<file path="src/rtl/m_sb_pkg.sv">
// rtl/m_sb_pkg.sv - shared types, depth default and byte-merge helper for the store buffer
package m_sb_pkg;

    localparam int SB_DEPTH = 4;

    typedef struct packed {
        logic [29:0] word_addr;
        logic [31:0] data;
        logic [3:0]  be;
    } sb_entry_t;

    typedef enum logic {
        SB_IDLE = 1'b0,
        SB_REQ  = 1'b1
    } sb_state_t;

    // Per-lane select: enabled lanes take the new byte, the rest keep the old one.
    function automatic logic [31:0] sb_merge_data(input logic [31:0] old_data,
                                                  input logic [31:0] new_data,
                                                  input logic [3:0]  be);
        logic [31:0] res;
        for (int l = 0; l < 4; l++) begin
            res[8*l +: 8] = be[l] ? new_data[8*l +: 8] : old_data[8*l +: 8];
        end
        return res;
    endfunction

endpackage

</file>
<file path="src/rtl/m_sb_fifo.sv">
// rtl/m_sb_fifo.sv - entry storage with push/merge/pop and load address match
//
// Ports:
//   in_valid/in_entry/in_ready  store offered by the formatter (word address, data, lanes)
//   pop                         drop the head entry this edge
//   ld_word/ld_hit              word address of a load, hit on any occupied entry
//   head_entry                  current head (the write in flight)
//   next_head_entry             value the head will hold after a pop on this edge
//   count/count_next            occupancy now and after this edge
module m_sb_fifo
    import m_sb_pkg::*;
#(
    parameter int DEPTH = SB_DEPTH,
    localparam int AW = $clog2(DEPTH),
    localparam int CW = AW + 1
) (
    input  logic          clk,
    input  logic          reset_n,
    input  logic          in_valid,
    input  sb_entry_t     in_entry,
    output logic          in_ready,
    input  logic          pop,
    input  logic [29:0]   ld_word,
    output logic          ld_hit,
    output sb_entry_t     head_entry,
    output sb_entry_t     next_head_entry,
    output logic [CW-1:0] count,
    output logic [CW-1:0] count_next
);

    sb_entry_t     mem [DEPTH];
    logic [AW-1:0] head;
    logic [AW-1:0] tail;
    logic [AW-1:0] youngest;
    logic [AW-1:0] head_p1;
    logic          merge_possible;
    logic          accept;
    logic          do_merge;
    logic          do_push;
    sb_entry_t     merged_entry;

    assign youngest = tail - 1'b1;
    assign head_p1  = head + 1'b1;

    // The youngest entry is never the head once two or more are queued, so the
    // in-flight write can never be modified underneath the bus.
    assign merge_possible = (count >= CW'(2)) && (mem[youngest].word_addr == in_entry.word_addr);
    assign in_ready       = (count < CW'(DEPTH)) || merge_possible;
    assign accept         = in_valid && in_ready && (|in_entry.be);
    assign do_merge       = accept && merge_possible;
    assign do_push        = accept && !merge_possible;
    assign count_next     = count + CW'(do_push) - CW'(pop);

    always_comb begin
        merged_entry           = mem[youngest];
        merged_entry.data      = sb_merge_data(mem[youngest].data, in_entry.data, in_entry.be);
        merged_entry.be        = mem[youngest].be | in_entry.be;
    end

    assign head_entry = mem[head];

    // With a single entry the successor is whatever is being pushed on this
    // edge; with two, the successor may be the entry being merged right now.
    always_comb begin
        next_head_entry = mem[head_p1];
        if (count == CW'(1)) begin
            next_head_entry = in_entry;
        end else if (do_merge && (youngest == head_p1)) begin
            next_head_entry = merged_entry;
        end
    end

    always_comb begin
        logic [AW-1:0] off;
        ld_hit = 1'b0;
        for (int i = 0; i < DEPTH; i++) begin
            off = AW'(i) - head;
            if (({1'b0, off} < count) && (mem[i].word_addr == ld_word)) begin
                ld_hit = 1'b1;
            end
        end
    end

    always_ff @(posedge clk or negedge reset_n) begin
        if (!reset_n) begin
            head  <= '0;
            tail  <= '0;
            count <= '0;
        end else begin
            if (pop) begin
                head <= head_p1;
            end
            if (do_push) begin
                tail <= tail + 1'b1;
            end
            count <= count_next;
        end
    end

    always_ff @(posedge clk) begin
        if (do_push) begin
            mem[tail] <= in_entry;
        end
        if (do_merge) begin
            mem[youngest] <= merged_entry;
        end
    end

endmodule

</file>
<file path="src/rtl/m_store_buffer.sv">
// rtl/m_store_buffer.sv - posted-write store buffer with word merge and in-order req/ack drain
//
// Ports:
//   in_valid/in_addr/in_data/in_byte_en/in_ready  formatted store from the M stage
//   ld_valid/ld_addr/ld_stall                     load hazard check against pending words
//   bus_req/bus_addr/bus_wdata/bus_byte_en/bus_ack write port to data memory
//   sb_count/sb_empty                             occupancy status
module m_store_buffer
    import m_sb_pkg::*;
#(
    parameter int DEPTH = SB_DEPTH
) (
    input  logic                     clk,
    input  logic                     reset_n,
    input  logic                     in_valid,
    input  logic [31:0]              in_addr,
    input  logic [31:0]              in_data,
    input  logic [3:0]               in_byte_en,
    output logic                     in_ready,
    input  logic                     ld_valid,
    input  logic [31:0]              ld_addr,
    output logic                     ld_stall,
    output logic                     bus_req,
    output logic [31:0]              bus_addr,
    output logic [31:0]              bus_wdata,
    output logic [3:0]               bus_byte_en,
    input  logic                     bus_ack,
    output logic [$clog2(DEPTH):0]   sb_count,
    output logic                     sb_empty
);

    localparam int CW = $clog2(DEPTH) + 1;

    sb_state_t     state_q;
    sb_state_t     state_d;
    sb_entry_t     bus_q;
    sb_entry_t     load_entry;
    logic          load;
    logic          pop;
    logic          ld_hit;
    sb_entry_t     in_entry;
    sb_entry_t     head_entry;
    sb_entry_t     next_head_entry;
    logic [CW-1:0] count;
    logic [CW-1:0] count_next;
    logic          unused_addr_bits;

    assign unused_addr_bits = ^{in_addr[1:0], ld_addr[1:0]};

    assign in_entry.word_addr = in_addr[31:2];
    assign in_entry.data      = in_data;
    assign in_entry.be        = in_byte_en;

    m_sb_fifo #(
        .DEPTH (DEPTH)
    ) u_fifo (
        .clk             (clk),
        .reset_n         (reset_n),
        .in_valid        (in_valid),
        .in_entry        (in_entry),
        .in_ready        (in_ready),
        .pop             (pop),
        .ld_word         (ld_addr[31:2]),
        .ld_hit          (ld_hit),
        .head_entry      (head_entry),
        .next_head_entry (next_head_entry),
        .count           (count),
        .count_next      (count_next)
    );

    always_comb begin
        state_d    = state_q;
        load       = 1'b0;
        load_entry = head_entry;
        pop        = 1'b0;
        case (state_q)
            SB_IDLE: begin
                if (count != '0) begin
                    load    = 1'b1;
                    state_d = SB_REQ;
                end
            end
            SB_REQ: begin
                if (bus_ack) begin
                    pop = 1'b1;
                    if (count_next != '0) begin
                        // Back-to-back issue: successor goes out on the same edge.
                        load       = 1'b1;
                        load_entry = next_head_entry;
                    end else begin
                        state_d = SB_IDLE;
                    end
                end
            end
            default: state_d = SB_IDLE;
        endcase
    end

    always_ff @(posedge clk or negedge reset_n) begin
        if (!reset_n) begin
            state_q <= SB_IDLE;
            bus_q   <= '0;
        end else begin
            state_q <= state_d;
            if (load) begin
                bus_q <= load_entry;
            end
        end
    end

    assign bus_req     = (state_q == SB_REQ);
    assign bus_addr    = {bus_q.word_addr, 2'b00};
    assign bus_wdata   = bus_q.data;
    assign bus_byte_en = bus_q.be;
    assign ld_stall    = ld_valid && ld_hit;
    assign sb_count    = count;
    assign sb_empty    = (count == '0);

endmodule

</file>
<file path="config.mk">
export PLATFORM = sky130hd
export DESIGN_NAME = m_store_buffer
export DESIGN_NICKNAME = d
export VERILOG_FILES = /design/src/rtl/m_sb_pkg.sv /design/src/rtl/m_sb_fifo.sv /design/src/rtl/m_store_buffer.sv
export SDC_FILE = /design/constraint.sdc
export NUM_CORES = 1
export LEC_CHECK = 0
export ABC_CLOCK_PERIOD_IN_PS = 24800
export CAP_MARGIN = 40
export CELL_PAD_IN_SITES_DETAIL_PLACEMENT = 1
export CELL_PAD_IN_SITES_GLOBAL_PLACEMENT = 2
export CORE_MARGIN = 4
export CORE_UTILIZATION = 45
export CTS_CLUSTER_DIAMETER = 40
export DETAILED_ROUTE_END_ITERATION = 6
export PLACE_DENSITY = 0.85
export SETUP_SLACK_MARGIN = 0.05
export SLEW_MARGIN = 20
export SYNTH_ARGS = -nofsm -noshare
export SYNTH_HDL_FRONTEND = slang
export SYNTH_SLANG_ARGS = --single-unit
</file>
<file path="constraint.sdc">
create_clock -name clk -period 24.8 [get_ports clk]
set_clock_uncertainty 0.15 [all_clocks]
set_input_delay 4.96 -clock clk [delete_from_list [all_inputs] [get_ports clk]]
set_output_delay 4.96 -clock clk [all_outputs]
set_load 0.05 [all_outputs]
</file>
==> out/qor.yml <==
drive_above_1_share_pct: 26.92
first_pass_iters: 5
final_nets: 1646
synth_edf_count: 264
cts_hold_buf: 0
grt_pass1_vias: 15160
grt_start_max_net_pins: 63
leakage_nw: 8.301
syn2layout_area_growth_pct: 21.41
avgViaCountPerCell: 6.532
fmax_mhz: 73.67
use_met3_pct: 4.606
path_class: "input port to output port"
yosys.area.top_type: "edfxtp_1"
slowest_delay_ps: 820
cts.sink_count: 338
synth.most_common_cell: "edfxtp_1"
power_density_nw_per_um2: 135.4
die_h_um: 220.1
place_area_um2: 22510
cts_root_buf: "clkbuf_16"
rsz0062_at_grt: "no"
ff_latch_area_um2: 9794
clk_latency_ps: 590
die_w_um: 220.1
synth_cell_type_count: 60
ant_nets: 0
drv_slew: 0
syn_inst: 1423
required_ps: 19690
cts_buffer_depth: 3
synth_warnings: 0
dp_hpwl_mm: 41.21
crit_path_end_kind: "output port"
synthFlopType: "edfxtp_1"
tightest_slew_ps: 823.4
synth_common_cells: "264 x edfxtp_1, 182 x mux4_2, 114 x clkbuf_1"
htree_num_levels: 2
cp_top_family: "buffers and inverters"
post-route-min-period_ps: 13570
synth_top_area_share_pct: 39.17
wl_mm: 65.32
routabilityCongestion: 0.8529
cp-start-kind: "input port"
critical_path.cell_chain: "clkdlybuf4s50_1, xnor2_1, nand4_1, nor4_1, nand4_1, nor4_1, o41a_1, clkdlybuf4s50_1"
syn_area_um2: 20240
dieArea_um2: 48430
fp-row-count: 77
status: "complete, no violations"
cts_resized: 0
grt.busiest_layer: "met2"
coreArea_um2: 44320
drc_errors: 0
avgSynthCellArea_um2: 14.22
numCtsBuffers: 54
fin_crit_sh_pct: 54.74
synthArstFlopShare_pct: 21.89
synthTopCellsByArea: "edfxtp_1 39%, mux4_2 20%, dfrtp_1 9.1%"
min_path_type: "register to register"
slew_headroom_pct: 45.11
wl_per_cell_um: 30.04
ys_seq_elements: 338
design_area_um2: 24570
vdd_drop_max_mv: 0.07183
drt_iter0_markers: 1420
cts.clk_slew.worst_paths_ps: 50
crit_arrival_ps: 8460
fillers: 4192
cts_setup_buffers: 0
grt-ovfl-total: 0
grt_use_met1_pct: 37.13
ys_seq_area_share_pct: 48.32
initial_core_util_pct: 45.67
final_hold_viol_count: 0
tns_ps: 0
portBuffers: 173
multiInputGateArea_um2: 9793
cts_tree: "built"
globalRouteTotalUtil_pct: 27.02
crit_path_max_fanout: 4
grt_pass1_wl_mm: 97.88
pin_count: 180
setup_viol: 0
vias: 14200
cap_viol_max_count: 0
crit_slowest_cell: "clkdlybuf4s50_1"
antenna_found_initial: 4
use_met2_pct: 44.01
path_buf_inv: 2
area by class of cell:
class                           instances  area share [%]
Antenna cell                            3         0.03055
Clock buffer                           64           6.034
Clock inverter                         38           2.057
Inverter                               15          0.2291
Multi-Input combinational cell        914           39.85
Sequential cell                       338           39.86
Tap cell                              592           3.014
Timing Repair Buffer                  210           8.926
report_power, final:
| group | switching, mW | total [mW] | internal (mW) |
|---|---|---|---|
| registers | 0.154 | 0.905 | 0.750 |
| logic | 0.900 | 1.60 | 0.698 |
| clock network | 0.290 | 0.826 | 0.535 |
| total | 1.35 | 3.33 | 1.98 |
routing by layer:
layer,up-vias,part of all wire (%)
met4,2,2.9
met1,7544,41
met5,-,0.018
met3,131,7.6
li1,5898,-
met2,626,49
worst paths after layout:
kind | from | end | slack (ps) | depth (start not counted)
max in group asynchronous | reset_n | u_fifo.head[0] | 19040 | 2
worst min register to register | bus_byte_en[3] | bus_byte_en[3] | 360 | 2
min in group asynchronous | reset_n | bus_addr[7] | 4200 | 1
worst max register to register | u_fifo.tail[0] | bus_addr[9] | 18020 | 16
worst min-delay path | bus_byte_en[3] | bus_byte_en[3] | 360 | 2
worst max-delay path | ld_addr[26] | ld_stall | 11230 | 8
per-stage QoR:
| step | util, % | instances | total power [mW] | setup slack [ps] | hold slack (ps) |
|---|---|---|---|---|---|
| detailed placement | 50.79 | 2066 | 2.488 | 11450 | 356.1 |
| global placement | 50.32 | 2057 | 2.413 | 11380 | 351.5 |
| finish | 55.45 | 2174 | 3.328 | 11230 | 364.6 |
| CTS | 55.28 | 2168 | 3.334 | 11400 | 363.2 |
| global route | 55.44 | 2173 | 3.489 | 11230 | 386.4 |
| floorplan | - | 1424 | 1.994 | 12410 | 559.3 |
cell families after synthesis:
logic type               count (synthesis)  synth area share (%)
other                                    1               0.01853
AND/OR/NAND/NOR                        274                 7.505
AO/OA/AOI/OAI                          195                 7.604
buffers and inverters                  172                 3.796
adder cells (fa/ha/maj)                  8                0.5316
flip-flops                             338                 48.32
multiplexers                           278                 25.43
XOR/XNOR                               157                 6.794
cells in the final DEF, fill, tap and decap left out, types with 10 or more instances in the layout:
| cell type | netlist | final |
|---|---|---|
| nor3_2 | 18 | 18 |
| edfxtp_1 | 264 | 264 |
| clkdlybuf4s50_1 | 0 | 172 |
| o211ai_2 | 32 | 32 |
| mux4_2 | 182 | 182 |
| xor2_1 | 47 | 47 |
| mux2_2 | 43 | 43 |
| mux2_1 | 27 | 27 |
| mux2i_1 | 26 | 26 |
| inv_1 | 13 | 13 |
| xnor2_1 | 110 | 110 |
| buf_4 | 3 | 26 |
| nand3b_1 | 29 | 29 |
| nand2_1 | 80 | 80 |
| dfrtp_1 | 74 | 70 |
| nand3_1 | 59 | 59 |
| a21oi_1 | 49 | 46 |
| clkbuf_16 | 0 | 57 |
| o21ai_0 | 12 | 12 |
| nand4_1 | 24 | 24 |
| nor3_1 | 13 | 13 |
| nor2_1 | 19 | 16 |
| a22o_1 | 32 | 32 |
| bufinv_16 | 0 | 10 |
| a22oi_1 | 31 | 31 |
| nor4_1 | 20 | 20 |
worst register-to-register path: stages (launching register included):
cell,delay [ps]
dfrtp_4,860
mux4_2,630
xnor2_1,530
nand4_1,260
nor4_2,380
and4_1,440
a21boi_0,250
ha_1,290
fa_1,400
xnor2_1,210
or3_1,170
nand2_1,380
buf_4,410
nor2_4,360
buf_4,610
a22oi_1,230
nand3_1,140
sequential cells by signal, summed over array words and instances, names as in the netlist:
signal        flops
u_fifo.mem      264
u_fifo.count      3
u_fifo.tail       2
u_fifo.head       2
bus_byte_en       4
bus_req           1
bus_wdata        32
bus_addr         30
Power figures use the tool's default switching activity.
